===== config.mk =====
export PLATFORM = sky130hd
export DESIGN_NAME = fetch_stage
export DESIGN_NICKNAME = d
export VERILOG_FILES = /design/src/rtl/fetch_stage.sv
export SDC_FILE = /design/constraint.sdc
export NUM_CORES = 1
export LEC_CHECK = 0
export ABC_CLOCK_PERIOD_IN_PS = 4700
export BUFFER_PORTS_ARGS = -buffer_cell sky130_fd_sc_hd__buf_2
export CAP_MARGIN = 10
export CORE_MARGIN = 2
export CORE_UTILIZATION = 54
export CTS_CLUSTER_DIAMETER = 150
export DETAILED_ROUTE_END_ITERATION = 10
export PLACE_DENSITY_LB_ADDON = 0.12
export SLEW_MARGIN = 20
export SYNTH_ARGS = -nofsm -noshare
export SYNTH_HDL_FRONTEND = slang
export SYNTH_SLANG_ARGS = --single-unit

===== constraint.sdc =====
create_clock -name clk -period 4.7 [get_ports clk]
set_clock_uncertainty 0.05 [all_clocks]
set_input_delay 0.47 -clock clk [delete_from_list [all_inputs] [get_ports clk]]
set_output_delay 0.47 -clock clk [all_outputs]
set_load 0.03 [all_outputs]

===== src/rtl/fetch_stage.sv =====
// IF stage: owns PC, reads imem combinationally, registers the word into IF/ID (1-cycle fetch latency).
// Backpressure: IF/ID holds while id_valid && !id_ready; redirect flushes IF/ID and beats any stall or halt.
module fetch_stage #(
  parameter logic [31:0] RESET_PC = 32'h0000_0000,
  parameter int          CNT_W    = 16
) (
  input  logic             clk,
  input  logic             rst_n,
  output logic [31:0]      imem_addr,
  input  logic [31:0]      imem_data,
  output logic             id_valid,
  input  logic             id_ready,
  output logic [31:0]      id_instr,
  output logic [31:0]      id_pc_plus4,
  input  logic             redirect,
  input  logic [31:0]      redirect_target,
  output logic             halted,
  output logic [CNT_W-1:0] fetch_count
);

  typedef enum logic {FETCH, HALT} state_t;

  typedef struct packed {
    logic [31:0] instr;
    logic [31:0] pc_plus4;
  } ifid_t;

  state_t           state_q, state_d;
  logic [31:0]      pc_q, pc_d;
  logic             id_valid_q, id_valid_d;
  ifid_t            ifid_q, ifid_d;
  logic             halted_q, halted_d;
  logic [CNT_W-1:0] fetch_count_q, fetch_count_d;

  logic [31:0] pc_plus4;
  logic        load;
  logic        halt_word;

  assign pc_plus4  = pc_q + 32'd4;
  // JMP -1: jump opcode with an all-ones offset, i.e. branches to itself
  assign halt_word = (imem_data[31:26] == 6'b101010) && (imem_data[15:0] == 16'hFFFF);

  always_comb begin
    state_d       = state_q;
    pc_d          = pc_q;
    id_valid_d    = id_valid_q;
    ifid_d        = ifid_q;
    halted_d      = halted_q;
    fetch_count_d = fetch_count_q;
    load          = (state_q == FETCH) && !redirect && (!id_valid_q || id_ready);

    if (redirect) begin
      pc_d       = redirect_target & ~32'h3;
      id_valid_d = 1'b0;
      state_d    = FETCH;
      halted_d   = 1'b0;
    end else if (load) begin
      ifid_d.instr    = imem_data;
      ifid_d.pc_plus4 = pc_plus4;
      id_valid_d      = 1'b1;
      if (fetch_count_q != {CNT_W{1'b1}}) begin
        fetch_count_d = fetch_count_q + CNT_W'(1);
      end
      // PC parks on the halt word so a later redirect is the only way out
      if (halt_word) begin
        state_d  = HALT;
        halted_d = 1'b1;
      end else begin
        pc_d = pc_plus4;
      end
    end else if (id_valid_q && id_ready) begin
      id_valid_d = 1'b0;
    end
  end

  always_ff @(posedge clk or negedge rst_n) begin
    if (!rst_n) begin
      state_q       <= FETCH;
      pc_q          <= RESET_PC;
      id_valid_q    <= 1'b0;
      ifid_q        <= '0;
      halted_q      <= 1'b0;
      fetch_count_q <= '0;
    end else begin
      state_q       <= state_d;
      pc_q          <= pc_d;
      id_valid_q    <= id_valid_d;
      ifid_q        <= ifid_d;
      halted_q      <= halted_d;
      fetch_count_q <= fetch_count_d;
    end
  end

  assign imem_addr   = pc_q;
  assign id_valid    = id_valid_q;
  assign id_instr    = ifid_q.instr;
  assign id_pc_plus4 = ifid_q.pc_plus4;
  assign halted      = halted_q;
  assign fetch_count = fetch_count_q;

endmodule


Yosys cells after proc, flatten, opt, wreduce, memory -nomap -nowiden

Cells that the tools add are included.

Flip-flop bits (word level): 114

$add $sub $neg: 2
Equality and inequality tests: 4
Muxes and demuxes: 9
Bitwise gates (word level): 2
Reduce and logical (&&, ||, !) cells: 14

Operators with widths:

| kind                    | count |
|---|---|
| $mux W32                | 3 |
| $add A32 B3 Y32 const B | 1 |
| $add A16 B1 Y16 const B | 1 |
| $eq A16 B16 Y1 const B  | 1 |
| $ne A16 B16 Y1 const B  | 1 |
| $eq A6 B6 Y1 const B    | 1 |
| $mux W1                 | 6 |
| $reduce_and A2 Y1       | 3 |
| $logic_and A1 B1 Y1     | 4 |
| $reduce_bool A2 Y1      | 2 |
| $reduce_and A3 Y1       | 1 |
| $reduce_bool A3 Y1      | 1 |
| $logic_not A1 Y1        | 2 |
| $ne A2 B2 Y1 const B    | 1 |
| $not A1 Y1              | 2 |
| $logic_or A1 B1 Y1      | 1 |

Depth between registers and ports, before layout

Depth in word-level cells: 5
Depth in mapped cells: 7
Depth with buffers taken out: 6

Least setup slack after synthesis

Ideal clock, no wire load.

Kind: reg-to-reg
Start point: reg pc_q[2] (netlist: imem_addr[2])
End point: reg ifid_q (netlist bit id_pc_plus4[20])
Data arrival time: 2104 ps
Data required time: 4526 ps
Path slack: 2422 ps
Cell stages (with the launch flop): 7
Path through: dfrtp_1 > ha_1 > nand4_1 > nor4_2 > nand2_1 > and3_1 > a211o_1

Longest elaborated chain between the ends: 1

RTL lines:

| item                     | RTL line | RTL |
|---|---|---|
| start: declaration       | 29       | `logic [31:0] pc_q, pc_d;` |
| start signal: assignment | 86       | `pc_q <= pc_d;` |
| $add A32 B3 Y32          | 39       | `assign pc_plus4 = pc_q + 32'd4;` |
| end signal: assignment   | 88       | `ifid_q <= ifid_d;` |
| end: declaration         | 31       | `ifid_t ifid_q, ifid_d;` |

Every way passes these cells.
A chain may end at the register's enable or synchronous reset.

Final worst setup path

Start point: in redirect
End point: reg ifid_q (netlist bit id_pc_plus4[27])

Longest elaborated chain between the ends: 4
Elaborated cells between the ends (all ways): 5
Classes of those cells: 1 x bitwise; 4 x reduce/logical

RTL lines:

| item                             | RTL line | RTL |
|---|---|---|
| start: declaration               | 15       | `input logic redirect,` |
| $logic_not A1 Y1                 | 50       | `load = (state_q == FETCH) && !redirect && (!id_valid_q \|\| id_ready);` |
| $logic_and A1 B1 Y1 (2 in a row) | 50       |  |
| $reduce_and A2 Y1 (no line) (*)  | --       |  |

Every way passes the cells marked *; elsewhere a longest branch is shown, timed or not.

==> impl_metrics.sql <==
INSERT INTO impl_metrics (metric_group, metric, value, unit) VALUES
('power', 'power_density', '388', 'nW/um^2'),
('synth', 'post_synth_xor_area_fraction', '0.0666', ''),
('final_layout', 'postLayoutCoreUtil', '0.670', ''),
('route', 'routed-via-count', '4625', ''),
('final_layout', 'layoutNonFillerInstCount', '854', ''),
('setup_path', 'critical_path_peak_fanout', '51', ''),
('timing', 'setup_tns_after_final_layout', '0', 'ps'),
('final_layout', 'mostFrequentLayoutCells', '174 x sky130_fd_sc_hd__buf_2, 170 x sky130_fd_sc_hd__nand2_1, 110 x sky130_fd_sc_hd__dfrtp_1', ''),
('synth', 'largest_family_of_logic_cells_by_synthesized_area', 'simple AND/OR/NAND/NOR gates', ''),
('placed_design', 'post-place-cells', '838', ''),
('floorplan', 'die_area', '10500', 'sq um'),
('synth', 'cells_taking_the_most_area_after_synthesis', 'sky130_fd_sc_hd__dfrtp_1 52%, sky130_fd_sc_hd__nand2_1 12%, sky130_fd_sc_hd__xnor2_1 3.5%', ''),
('global_route', 'grt_pass1_vias', '4377', ''),
('synth', 'synth.largest_area_cell', 'sky130_fd_sc_hd__dfrtp_1', ''),
('synth', 'synthesis.yosys.warnings', '0', ''),
('timing', 'hold_viol', '0', ''),
('clock_network', 'clock_insertion_delay_worst_skew', '370', 'ps'),
('timing', 'post-route-min-period', '2590', 'ps'),
('setup_path', 'setup.reg_to_reg.worst_slack', '2210', 'ps'),
('clock_network', 'cts_root_buf', 'sky130_fd_sc_hd__clkbuf_8', ''),
('route', 'drt_first_iter_violations', '170', ''),
('setup_path', 'regToRegEndpoint', 'imem_addr[28]$_DFFE_PN0P_', ''),
('final_layout', 'n_antenna_cell', '0', ''),
('setup_path', 'worst-endpoint-required', '4940', 'ps'),
('clock_network', 'ctsHtreeMaxLevel', '3', ''),
('clock_network', 'numCtsBuffers', '9', ''),
('route', 'wl', '13200', 'um'),
('global_route', 'antenna_found_initial', '0', ''),
('global_route', 'grt_pass1_wl', '21100', 'um'),
('setup_path', 'critical_path_class', 'in -> reg', ''),
('synth', 'syn_area', '5260', 'sq um'),
('synth', 'synth.area.mux_share', '0.00405', ''),
('global_route', 'grt_overall_usage', '0.255', ''),
('timing', 'finalCritPeriodShare', '0.552', ''),
('route', 'detail_route.drc_violations', '0', ''),
('final_layout', 'final-seq-area', '2750', 'sq um'),
('synth', 'instance_count_of_the_mapped_netlist', '554', ''),
('setup_path', 'timing.critical_path.slowest_cell_delay', '860', 'ps'),
('synth', 'synth_top_cell_area_share', '0.524', ''),
('final_layout', 'drive_above_1_share', '0.284', ''),
('power', 'static-leakage-power', '3.16', 'nW'),
('flow_run', 'timing.max_cap.violations', '0', ''),
('placed_design', 'buffer_ports.inserted', '175', ''),
('synth', 'synthArstFlopShare', '1.00', ''),
('setup_path', 'critPathArrivalTime', '2830', 'ps'),
('placed_design', 'post-dp-hpwl', '9230', 'um'),
('min_path', 'worst_hold_path_class', 'in -> async', ''),
('clock_network', 'cts-hold-fix-buffers', '0', ''),
('setup_path', 'timing.critical_path.cells', 'buf_2 -> or3_2 -> buf_4 -> nor2_1 -> o2bb2ai_1 -> a31oi_1', ''),
('status', 'outcome', 'complete, no violations', ''),
('final_layout', 'fillCellCount', '834', ''),
('setup_path', 'timing.reg2reg.worst_path_depth', '6', ''),
('clock_network', 'number_of_buffers_inserted_to_repair_setup_after_cts', '0', ''),
('global_route', 'overflow', '0', ''),
('synth', 'share_of_the_yosys_chip_area_belonging_to_registers', '0.524', ''),
('final_layout', 'multi_input_area', '2360', 'sq um'),
('timing', 'final-setup-viol-count', '0', ''),
('setup_path', 'slowest_stage', 'sky130_fd_sc_hd__or3_2', ''),
('clock_network', 'cts_buffer_depth', '2', ''),
('setup_path', 'regToRegStartpoint', 'imem_addr[2]$_DFFE_PN0P_', ''),
('synth', 'post_synth.cell_area_avg', '9.49', 'sq um'),
('clock_network', 'clock_sinks', '110', ''),
('placed_design', 'routabilityCongestion', '0.793', ''),
('synth', 'synth-compound-area-share', '0.129', ''),
('synth', 'synth_ff_type', 'sky130_fd_sc_hd__dfrtp_1', ''),
('timing', 'worst_slew_pin_slew', '1010', 'ps'),
('clock_network', 'path_clk_slew', '100', 'ps'),
('final_layout', 'design.final.nets', '786', ''),
('synth', 'ys_seq_elements', '110', ''),
('global_route', 'grt_max_degree', '68', ''),
('final_layout', 'layout-area-overhead-vs-synth', '22.3', '%');
## registers in the layout, summed over array words and instances (netlist names)
| register | cells |
|---|---|
| id_instr | 32 |
| halted | 1 |
| id_pc_plus4 | 30 |
| id_valid | 1 |
| fetch_count | 16 |
| imem_addr | 30 |
## per-layer routing
layer / vias up / share of wire / GRT usage
met1: 2209 / 0.43 / 0.331
li1: 2250 / - / -
met4: 0 / 0.019 / 0.0964
met2: 145 / 0.48 / 0.417
met5: - / 0 / 0
met3: 21 / 0.072 / 0.0610
## critical path, delay by kind of cell
kind                   cells  cell delay, ps
AND/OR/NAND/NOR            2             940
AO/OA/AOI/OAI              2             300
buffers and inverters      2            1070
## how the worst max path moves through the flow
| stage | depth (start not counted) | end | slack [ps] |
|---|---|---|---|
| 3_3_place_gp | 5 | id_pc_plus4[20]$_DFFE_PN0P_ | 1760 |
| 2_1_floorplan | 6 | id_pc_plus4[20]$_DFFE_PN0P_ | 2420 |
| 6_report | 6 | id_pc_plus4[27]$_DFFE_PN0P_ | 2110 |
| 4_1_cts | 5 | id_pc_plus4[20]$_DFFE_PN0P_ | 2120 |
| 3_5_place_dp | 5 | id_pc_plus4[20]$_DFFE_PN0P_ | 1720 |
| 5_1_grt | 5 | id_pc_plus4[20]$_DFFE_PN0P_ | 1930 |
## cell usage after synthesis, types with 6 or more instances
cell type,n
sky130_fd_sc_hd__nand2_1,170
sky130_fd_sc_hd__dfrtp_1,110
sky130_fd_sc_hd__nand3_1,21
sky130_fd_sc_hd__xnor2_1,21
sky130_fd_sc_hd__clkbuf_1,20
sky130_fd_sc_hd__o211ai_1,19
sky130_fd_sc_hd__xor2_1,19
sky130_fd_sc_hd__o21ai_1,16
sky130_fd_sc_hd__nand4_1,15
sky130_fd_sc_hd__o21ai_0,14
sky130_fd_sc_hd__nor2_1,12
sky130_fd_sc_hd__o311ai_0,8
sky130_fd_sc_hd__a21oi_1,7
sky130_fd_sc_hd__and3_1,7
sky130_fd_sc_hd__and4_1,7
sky130_fd_sc_hd__inv_1,7
sky130_fd_sc_hd__nor3_1,7
sky130_fd_sc_hd__o311ai_1,7
sky130_fd_sc_hd__or3_1,7
sky130_fd_sc_hd__a211o_1,6
sky130_fd_sc_hd__buf_2,6
## final cells by class
type,count,share of cell area
Timing Repair Buffer,179,0.141
Inverter,7,0.00409
Tap cell,133,0.0259
Clock buffer,13,0.0232
Sequential cell,110,0.428
Clock inverter,3,0.0105
Multi-Input combinational cell,409,0.367
## power breakdown
group	switching (mW)	internal, mW	total, mW
registers	0.122	1.07	1.19
logic	0.468	0.207	0.675
clock network	0.313	0.316	0.629
total	0.903	1.59	2.50
## stage by stage
step	area, sq um	setup WS (ps)
detailed placement	6210	1720
global placement	6210	1760
finish	6430	2110
global route	6430	1930
CTS	6430	2120
floorplan	5270	2420
## logic make-up after synthesis
group / count (synthesis)
other: 1
AND/OR/NAND/NOR: 266
buffers and inverters: 38
multiplexers: 2
flip-flops: 110
adder cells (fa/ha/maj): 2
AO/OA/AOI/OAI: 95
XOR/XNOR: 40
Note: power is estimated with default switching activity, not from simulation.
